<file path="src/rtl/mips_ctrl_pkg.sv">
// Shared definitions for the multi-cycle MIPS main controller.
// Holds the supported opcode constants, the controller state encoding
// and the encodings of the ALU operation and ALU B-operand selects.
package mips_ctrl_pkg;

  localparam logic [5:0] OP_RTYPE = 6'h00;
  localparam logic [5:0] OP_BEQ   = 6'h04;
  localparam logic [5:0] OP_ADDI  = 6'h08;
  localparam logic [5:0] OP_LW    = 6'h23;
  localparam logic [5:0] OP_SW    = 6'h2B;
  localparam logic [5:0] OP_LH    = 6'h21;
  localparam logic [5:0] OP_LHU   = 6'h25;

  typedef enum logic [3:0] {
    IDLE      = 4'd0,
    FETCH     = 4'd1,
    DECODE    = 4'd2,
    MEM_ADDR  = 4'd3,
    MEM_RD    = 4'd4,
    MEM_WB    = 4'd5,
    MEM_WR    = 4'd6,
    R_EXEC    = 4'd7,
    R_WB      = 4'd8,
    BRANCH    = 4'd9,
    ADDI_EXEC = 4'd10,
    ADDI_WB   = 4'd11
  } state_t;

  typedef enum logic [1:0] {
    ALU_ADD   = 2'd0,
    ALU_SUB   = 2'd1,
    ALU_FUNCT = 2'd2
  } alu_op_t;

  typedef enum logic [1:0] {
    SRCB_RT      = 2'd0,
    SRCB_FOUR    = 2'd1,
    SRCB_IMM     = 2'd2,
    SRCB_IMM_SH2 = 2'd3
  } alu_src_b_t;

  // True for every opcode that goes through the address-calculation step.
  function automatic logic is_mem_op(input logic [5:0] op);
    return (op == OP_LW) || (op == OP_SW) || (op == OP_LH) || (op == OP_LHU);
  endfunction

endpackage

</file>
<file path="src/rtl/mem_wait_timer.sv">
// Wait-cycle counter for the memory handshake states.
// Ports:
//   clk, rst_n  clock and asynchronous active-low reset
//   incr        count one more wait cycle; when low the counter clears
//   at_limit    counter has reached WAIT_LIMIT
module mem_wait_timer #(
  parameter int WAIT_LIMIT = 15,
  parameter int CNT_W      = 4
) (
  input  logic clk,
  input  logic rst_n,
  input  logic incr,
  output logic at_limit
);

  logic [CNT_W-1:0] count;

  assign at_limit = (count == CNT_W'(WAIT_LIMIT));

  // The counter only holds a value while the controller sits in a wait
  // state without mem_ready. Any other cycle (completion, leaving the
  // state, or the timeout cycle itself) clears it, so every entry into a
  // wait state starts from zero.
  always_ff @(posedge clk or negedge rst_n) begin
    if (!rst_n) begin
      count <= '0;
    end else if (incr && !at_limit) begin
      count <= count + CNT_W'(1);
    end else begin
      count <= '0;
    end
  end

endmodule

</file>
<file path="src/rtl/multicycle_control.sv">
// Multi-cycle main controller for the MIPS core.
// Sequences the shared memory, ALU and register file through the
// FETCH/DECODE/EXECUTE/MEMORY/WRITEBACK steps and waits on mem_ready
// with a bounded timeout.
// Ports:
//   clk, rst_n            clock and asynchronous active-low reset
//   opcode                instruction[31:26] from the instruction register
//   mem_ready             memory finished the current access this cycle
//   pc_write..pc_source   datapath control strobes and selects
//   load_half/unsigned    halfword load writeback modifiers
//   illegal_op, bus_error one-cycle error pulses
//   state                 current state encoding for debug
module multicycle_control
  import mips_ctrl_pkg::*;
#(
  parameter int WAIT_LIMIT = 15,
  parameter int CNT_W      = 4
) (
  input  logic       clk,
  input  logic       rst_n,
  input  logic [5:0] opcode,
  input  logic       mem_ready,
  output logic       pc_write,
  output logic       pc_write_cond,
  output logic       i_or_d,
  output logic       mem_read,
  output logic       mem_write,
  output logic       ir_write,
  output logic       mem_to_reg,
  output logic       reg_dst,
  output logic       reg_write,
  output logic       alu_src_a,
  output logic [1:0] alu_src_b,
  output logic [1:0] alu_op,
  output logic [1:0] pc_source,
  output logic       load_half,
  output logic       load_unsigned,
  output logic       illegal_op,
  output logic       bus_error,
  output logic [3:0] state
);

  state_t cur_state;
  state_t next_state;
  logic   waiting;
  logic   at_limit;
  logic   timeout;

  assign waiting = (cur_state == FETCH) || (cur_state == MEM_RD) || (cur_state == MEM_WR);
  assign timeout = waiting && !mem_ready && at_limit;
  assign state   = cur_state;

  mem_wait_timer #(
    .WAIT_LIMIT (WAIT_LIMIT),
    .CNT_W      (CNT_W)
  ) u_timer (
    .clk      (clk),
    .rst_n    (rst_n),
    .incr     (waiting && !mem_ready),
    .at_limit (at_limit)
  );

  // State register. Reset forces IDLE, where every output is zero, so no
  // strobe survives the reset edge.
  always_ff @(posedge clk or negedge rst_n) begin
    if (!rst_n) begin
      cur_state <= IDLE;
    end else begin
      cur_state <= next_state;
    end
  end

  // Next-state and output decode. Outputs depend on the state, with the
  // write/load strobes additionally qualified by mem_ready and the timeout
  // so that a timed-out access issues no memory request or strobe.
  always_comb begin
    next_state    = cur_state;
    pc_write      = 1'b0;
    pc_write_cond = 1'b0;
    i_or_d        = 1'b0;
    mem_read      = 1'b0;
    mem_write     = 1'b0;
    ir_write      = 1'b0;
    mem_to_reg    = 1'b0;
    reg_dst       = 1'b0;
    reg_write     = 1'b0;
    alu_src_a     = 1'b0;
    alu_src_b     = SRCB_RT;
    alu_op        = ALU_ADD;
    pc_source     = 2'd0;
    load_half     = 1'b0;
    load_unsigned = 1'b0;
    illegal_op    = 1'b0;
    bus_error     = 1'b0;

    case (cur_state)
      IDLE: begin
        next_state = FETCH;
      end

      FETCH: begin
        mem_read  = !timeout;
        alu_src_b = SRCB_FOUR;
        if (mem_ready) begin
          ir_write   = 1'b1;
          pc_write   = 1'b1;
          next_state = DECODE;
        end else if (timeout) begin
          bus_error  = 1'b1;
          next_state = FETCH;
        end
      end

      DECODE: begin
        alu_src_b = SRCB_IMM_SH2;
        if (opcode == OP_RTYPE) begin
          next_state = R_EXEC;
        end else if (opcode == OP_BEQ) begin
          next_state = BRANCH;
        end else if (opcode == OP_ADDI) begin
          next_state = ADDI_EXEC;
        end else if (is_mem_op(opcode)) begin
          next_state = MEM_ADDR;
        end else begin
          illegal_op = 1'b1;
          next_state = FETCH;
        end
      end

      MEM_ADDR: begin
        alu_src_a  = 1'b1;
        alu_src_b  = SRCB_IMM;
        next_state = (opcode == OP_SW) ? MEM_WR : MEM_RD;
      end

      MEM_RD: begin
        mem_read = !timeout;
        i_or_d   = 1'b1;
        if (mem_ready) begin
          next_state = MEM_WB;
        end else if (timeout) begin
          bus_error  = 1'b1;
          next_state = FETCH;
        end
      end

      MEM_WB: begin
        reg_write     = 1'b1;
        mem_to_reg    = 1'b1;
        load_half     = (opcode == OP_LH) || (opcode == OP_LHU);
        load_unsigned = (opcode == OP_LHU);
        next_state    = FETCH;
      end

      MEM_WR: begin
        mem_write = !timeout;
        i_or_d    = 1'b1;
        if (mem_ready) begin
          next_state = FETCH;
        end else if (timeout) begin
          bus_error  = 1'b1;
          next_state = FETCH;
        end
      end

      R_EXEC: begin
        alu_src_a  = 1'b1;
        alu_src_b  = SRCB_RT;
        alu_op     = ALU_FUNCT;
        next_state = R_WB;
      end

      R_WB: begin
        reg_write  = 1'b1;
        reg_dst    = 1'b1;
        next_state = FETCH;
      end

      BRANCH: begin
        alu_src_a     = 1'b1;
        alu_src_b     = SRCB_RT;
        alu_op        = ALU_SUB;
        pc_write_cond = 1'b1;
        pc_source     = 2'd1;
        next_state    = FETCH;
      end

      ADDI_EXEC: begin
        alu_src_a  = 1'b1;
        alu_src_b  = SRCB_IMM;
        next_state = ADDI_WB;
      end

      ADDI_WB: begin
        reg_write  = 1'b1;
        next_state = FETCH;
      end

      default: begin
        next_state = IDLE;
      end
    endcase
  end

endmodule

</file>
<file path="config.mk">
export PLATFORM = sky130hd
export DESIGN_NAME = multicycle_control
export DESIGN_NICKNAME = d
export VERILOG_FILES = /design/src/rtl/mips_ctrl_pkg.sv /design/src/rtl/mem_wait_timer.sv /design/src/rtl/multicycle_control.sv
export SDC_FILE = /design/constraint.sdc
export NUM_CORES = 1
export LEC_CHECK = 0
export CAP_MARGIN = 20
export CORE_AREA = 2 2 60 62
export DETAILED_ROUTE_END_ITERATION = 10
export DIE_AREA = 0 0 62 64
export PLACE_DENSITY_LB_ADDON = 0.3
export SYNTH_ARGS = -nofsm -noshare
export SYNTH_HDL_FRONTEND = slang
export SYNTH_SLANG_ARGS = --single-unit
</file>
<file path="constraint.sdc">
create_clock -name clk -period 1.6 [get_ports clk]
set_input_delay 0.16 -clock clk [delete_from_list [all_inputs] [get_ports clk]]
set_output_delay 0.16 -clock clk [all_outputs]
set_load 0.01 [all_outputs]
</file>
==> metrics.cfg <==
[floorplanning]
die_w_um=62
die_h_um=64
ios=33
row_count=21
core_area_mm2=0.003284
dieArea_mm2=0.003968
initial_core_util_pct=22.74

[detailed_routing]
vias_per_cell=4.642
drt_iter0_markers=30
routed_wl_um=2772
drt-wirelength-per-cell_um=12.89
drc_errors=0
firstDrtPassIters=4
via_count=998
ant_nets=0

[cells_and_area]
layout.nets=181
post-route-util_pct=47.09
stdcell_count=215
multiInputGateArea_um2=640.6
filler_cell_count=327
drive_gt1_share_pct=59.17
antenna_cells=0
final-seq-area_um2=200.2
area_delta_synth_final_pct=107.0

[timing]
setup_viol=14
fin_ws_ps=-266.3
skew_ps=7.779
fmax_ghz=0.5358
whs_ps=183.1
setup_tns_ps=-1893
drv_slew=0
fin_crit_sh_pct=116.6
rsz0062_at_grt=yes
fin_crit_ps=1866
hold_viol_final=0

[power]
power_frac_seq_pct=14.4
ir_worst_vdd_v=0.0003256
power_leakage_nw=0.7640
p_int_mw=1.147
pwr_density_cell_mw_per_mm2=1287
switching_power_mw=0.8437
clkPwrFrac_pct=7.9
swShare_pct=42.38
power.total_mw=1.991
comb_power_share_pct=77.7

[status]
violations=negative setup slack
outcome=finished, violations left

[grt]
track_usage_pct=13.25
grt_pass1_wl_um=4022
grt_pass1_vias=915
overflow=0
grt_max_degree=17
antenna_found_initial=0

[synth]
synth_most_common_cell=nor2_1
synth_edf_count=0
synth_top_area_share_pct=26.80
synth.area.top_cells=dfrtp_1 27%, nor2_1 5.5%, nand2b_1 5.0%
async_reset_ff_share_pct=100.0
ys_warn_count=0
synth_common_cells=11 x nor2_1, 8 x dfrtp_1, 6 x a21oi_1, 6 x nand2b_1
synth_cell_types=37
synthCells=97
seq_area_frac_synth_pct=26.80
synth_nets=107
yosysTopAreaCell=dfrtp_1
synth_flop_cell=dfrtp_1
synth.avg_cell_area_um2=7.701
ys_seq_elements=8
synth_area_um2=747.0

[setup_path]
cp-start-kind=flip-flop
r2r-start=state[2]$_DFF_PN0_
crit_arrival_ps=1710
reg2reg_slack_ps=-150
end_kind=primary output
crit_type=flip-flop to primary output
crit_required_ps=1440
rr_endpoint=state[1]$_DFF_PN0_
crit_path_max_fanout=2
r2r_cells=9

[clock_network]
cts.sink_count=8
cts_root_buf=clkbuf_4
clock_path_buffers=2
cts_tree=yes
clk_latency_ps=260
clkTransAtPathRegs_ps=60
cts_inserted_buffers=3
cts_hold_buf=0
cts_max_level=1

[place]
gp_congestion=0.7100
portBuffers=31
hpwl_um=1858
dp.cells=198

[flow_run]
maxCapViolCount=0

[hold_path]
min_path_type=primary input to async pin

-- power groups by stage --
stage          combinational, mW  sequential [mW]  clock [mW]
2_1_floorplan              0.566            0.315           0
3_3_place_gp                1.23            0.285           0
3_5_place_dp                1.25            0.291           0
4_1_cts                     1.29            0.289       0.165
5_1_grt                     1.67            0.289       0.173
6_report                    1.55            0.286       0.157
-- kinds of logic (layout without fill, tap and decap cells) --
| kind of cell | count (synthesis) | after routing | share of synthesized area [%] |
|---|---|---|---|
| compound gates | 22 | 22 | 19.26 |
| xor+xnor | 4 | 4 | 4.691 |
| fa+ha+maj | 1 | 1 | 1.675 |
| buf+inv | 14 | 86 | 9.381 |
| flops | 8 | 8 | 26.80 |
| mux | 1 | 1 | 1.340 |
| other cells | 1 | 1 | 0.5020 |
| simple gates | 46 | 46 | 36.35 |
-- cell usage in the layout, fill, tap and decap left out, types with 3 or more instances in the layout --
cell             count
buf_4               44
buf_2               16
dfrtp_1              8
nand2b_4             6
nor2_1               6
dlygate4sd2_1        6
clkdlybuf4s50_1      5
buf_6                5
nor2_2               4
a21oi_1              4
nand2_1              4
nor4bb_1             3
nor2b_1              3
nor2_4               3
nor3_2               3
inv_1                3
clkbuf_4             3
-- metrics by stage --
| stage | setup slack [ps] | instance area (µm²) |
|---|---|---|
| after floorplan | 18.55 | 753.2 |
| after global placement | -317.9 | 1325 |
| after detailed placement | -369.5 | 1325 |
| after CTS | -310.8 | 1381 |
| after global routing | -328.8 | 1546 |
| final | -266.3 | 1546 |
-- state kept, by name (all words and copies together) (netlist names) --
register       flops
u_timer.count      4
state              4
-- area by class of cell --
type	instances	share of cell area (%)
clock buffers	3	1.456
repair buffers	80	39.72
well taps	46	3.722
multi-input cells	75	41.42
inverters	3	0.7282
flip-flops and latches	8	12.95
-- worst max-delay path: stages (launching register included) --
cell	delay, ps
dfrtp_1	370
or3b_1	380
a211o_1	290
nor2_2	110
buf_4	130
nor4_2	40
buf_2	130
-- how the worst max path moves through the flow --
stage,from,endpoint,slack [ps],depth (start not counted)
2_1_floorplan,state[3]$_DFF_PN0_,load_unsigned,20,5
3_3_place_gp,opcode[1],illegal_op,-320,6
3_5_place_dp,state[1]$_DFF_PN0_,bus_error,-370,4
4_1_cts,state[2]$_DFF_PN0_,mem_read,-310,6
5_1_grt,state[2]$_DFF_PN0_,mem_read,-330,6
6_report,state[2]$_DFF_PN0_,mem_read,-270,6
-- metal layers --
layer,vias to the layer above,GRT usage [%],routed length (µm)
met3,5,2.834,138
met2,30,22.01,1485
met1,468,17.00,1129
li1,495,-,-
met5,-,0,0
met4,0,3.191,17
-- repair_timing --
item / 4_1_cts / 5_1_grt
gates cloned: 0 / 1
buffers inserted: 4 / 10
setup endpoints to repair: 20 / 15
pin swaps: 7 / 9
resized for setup: 89 / 29
Power figures use the tool's default switching activity.
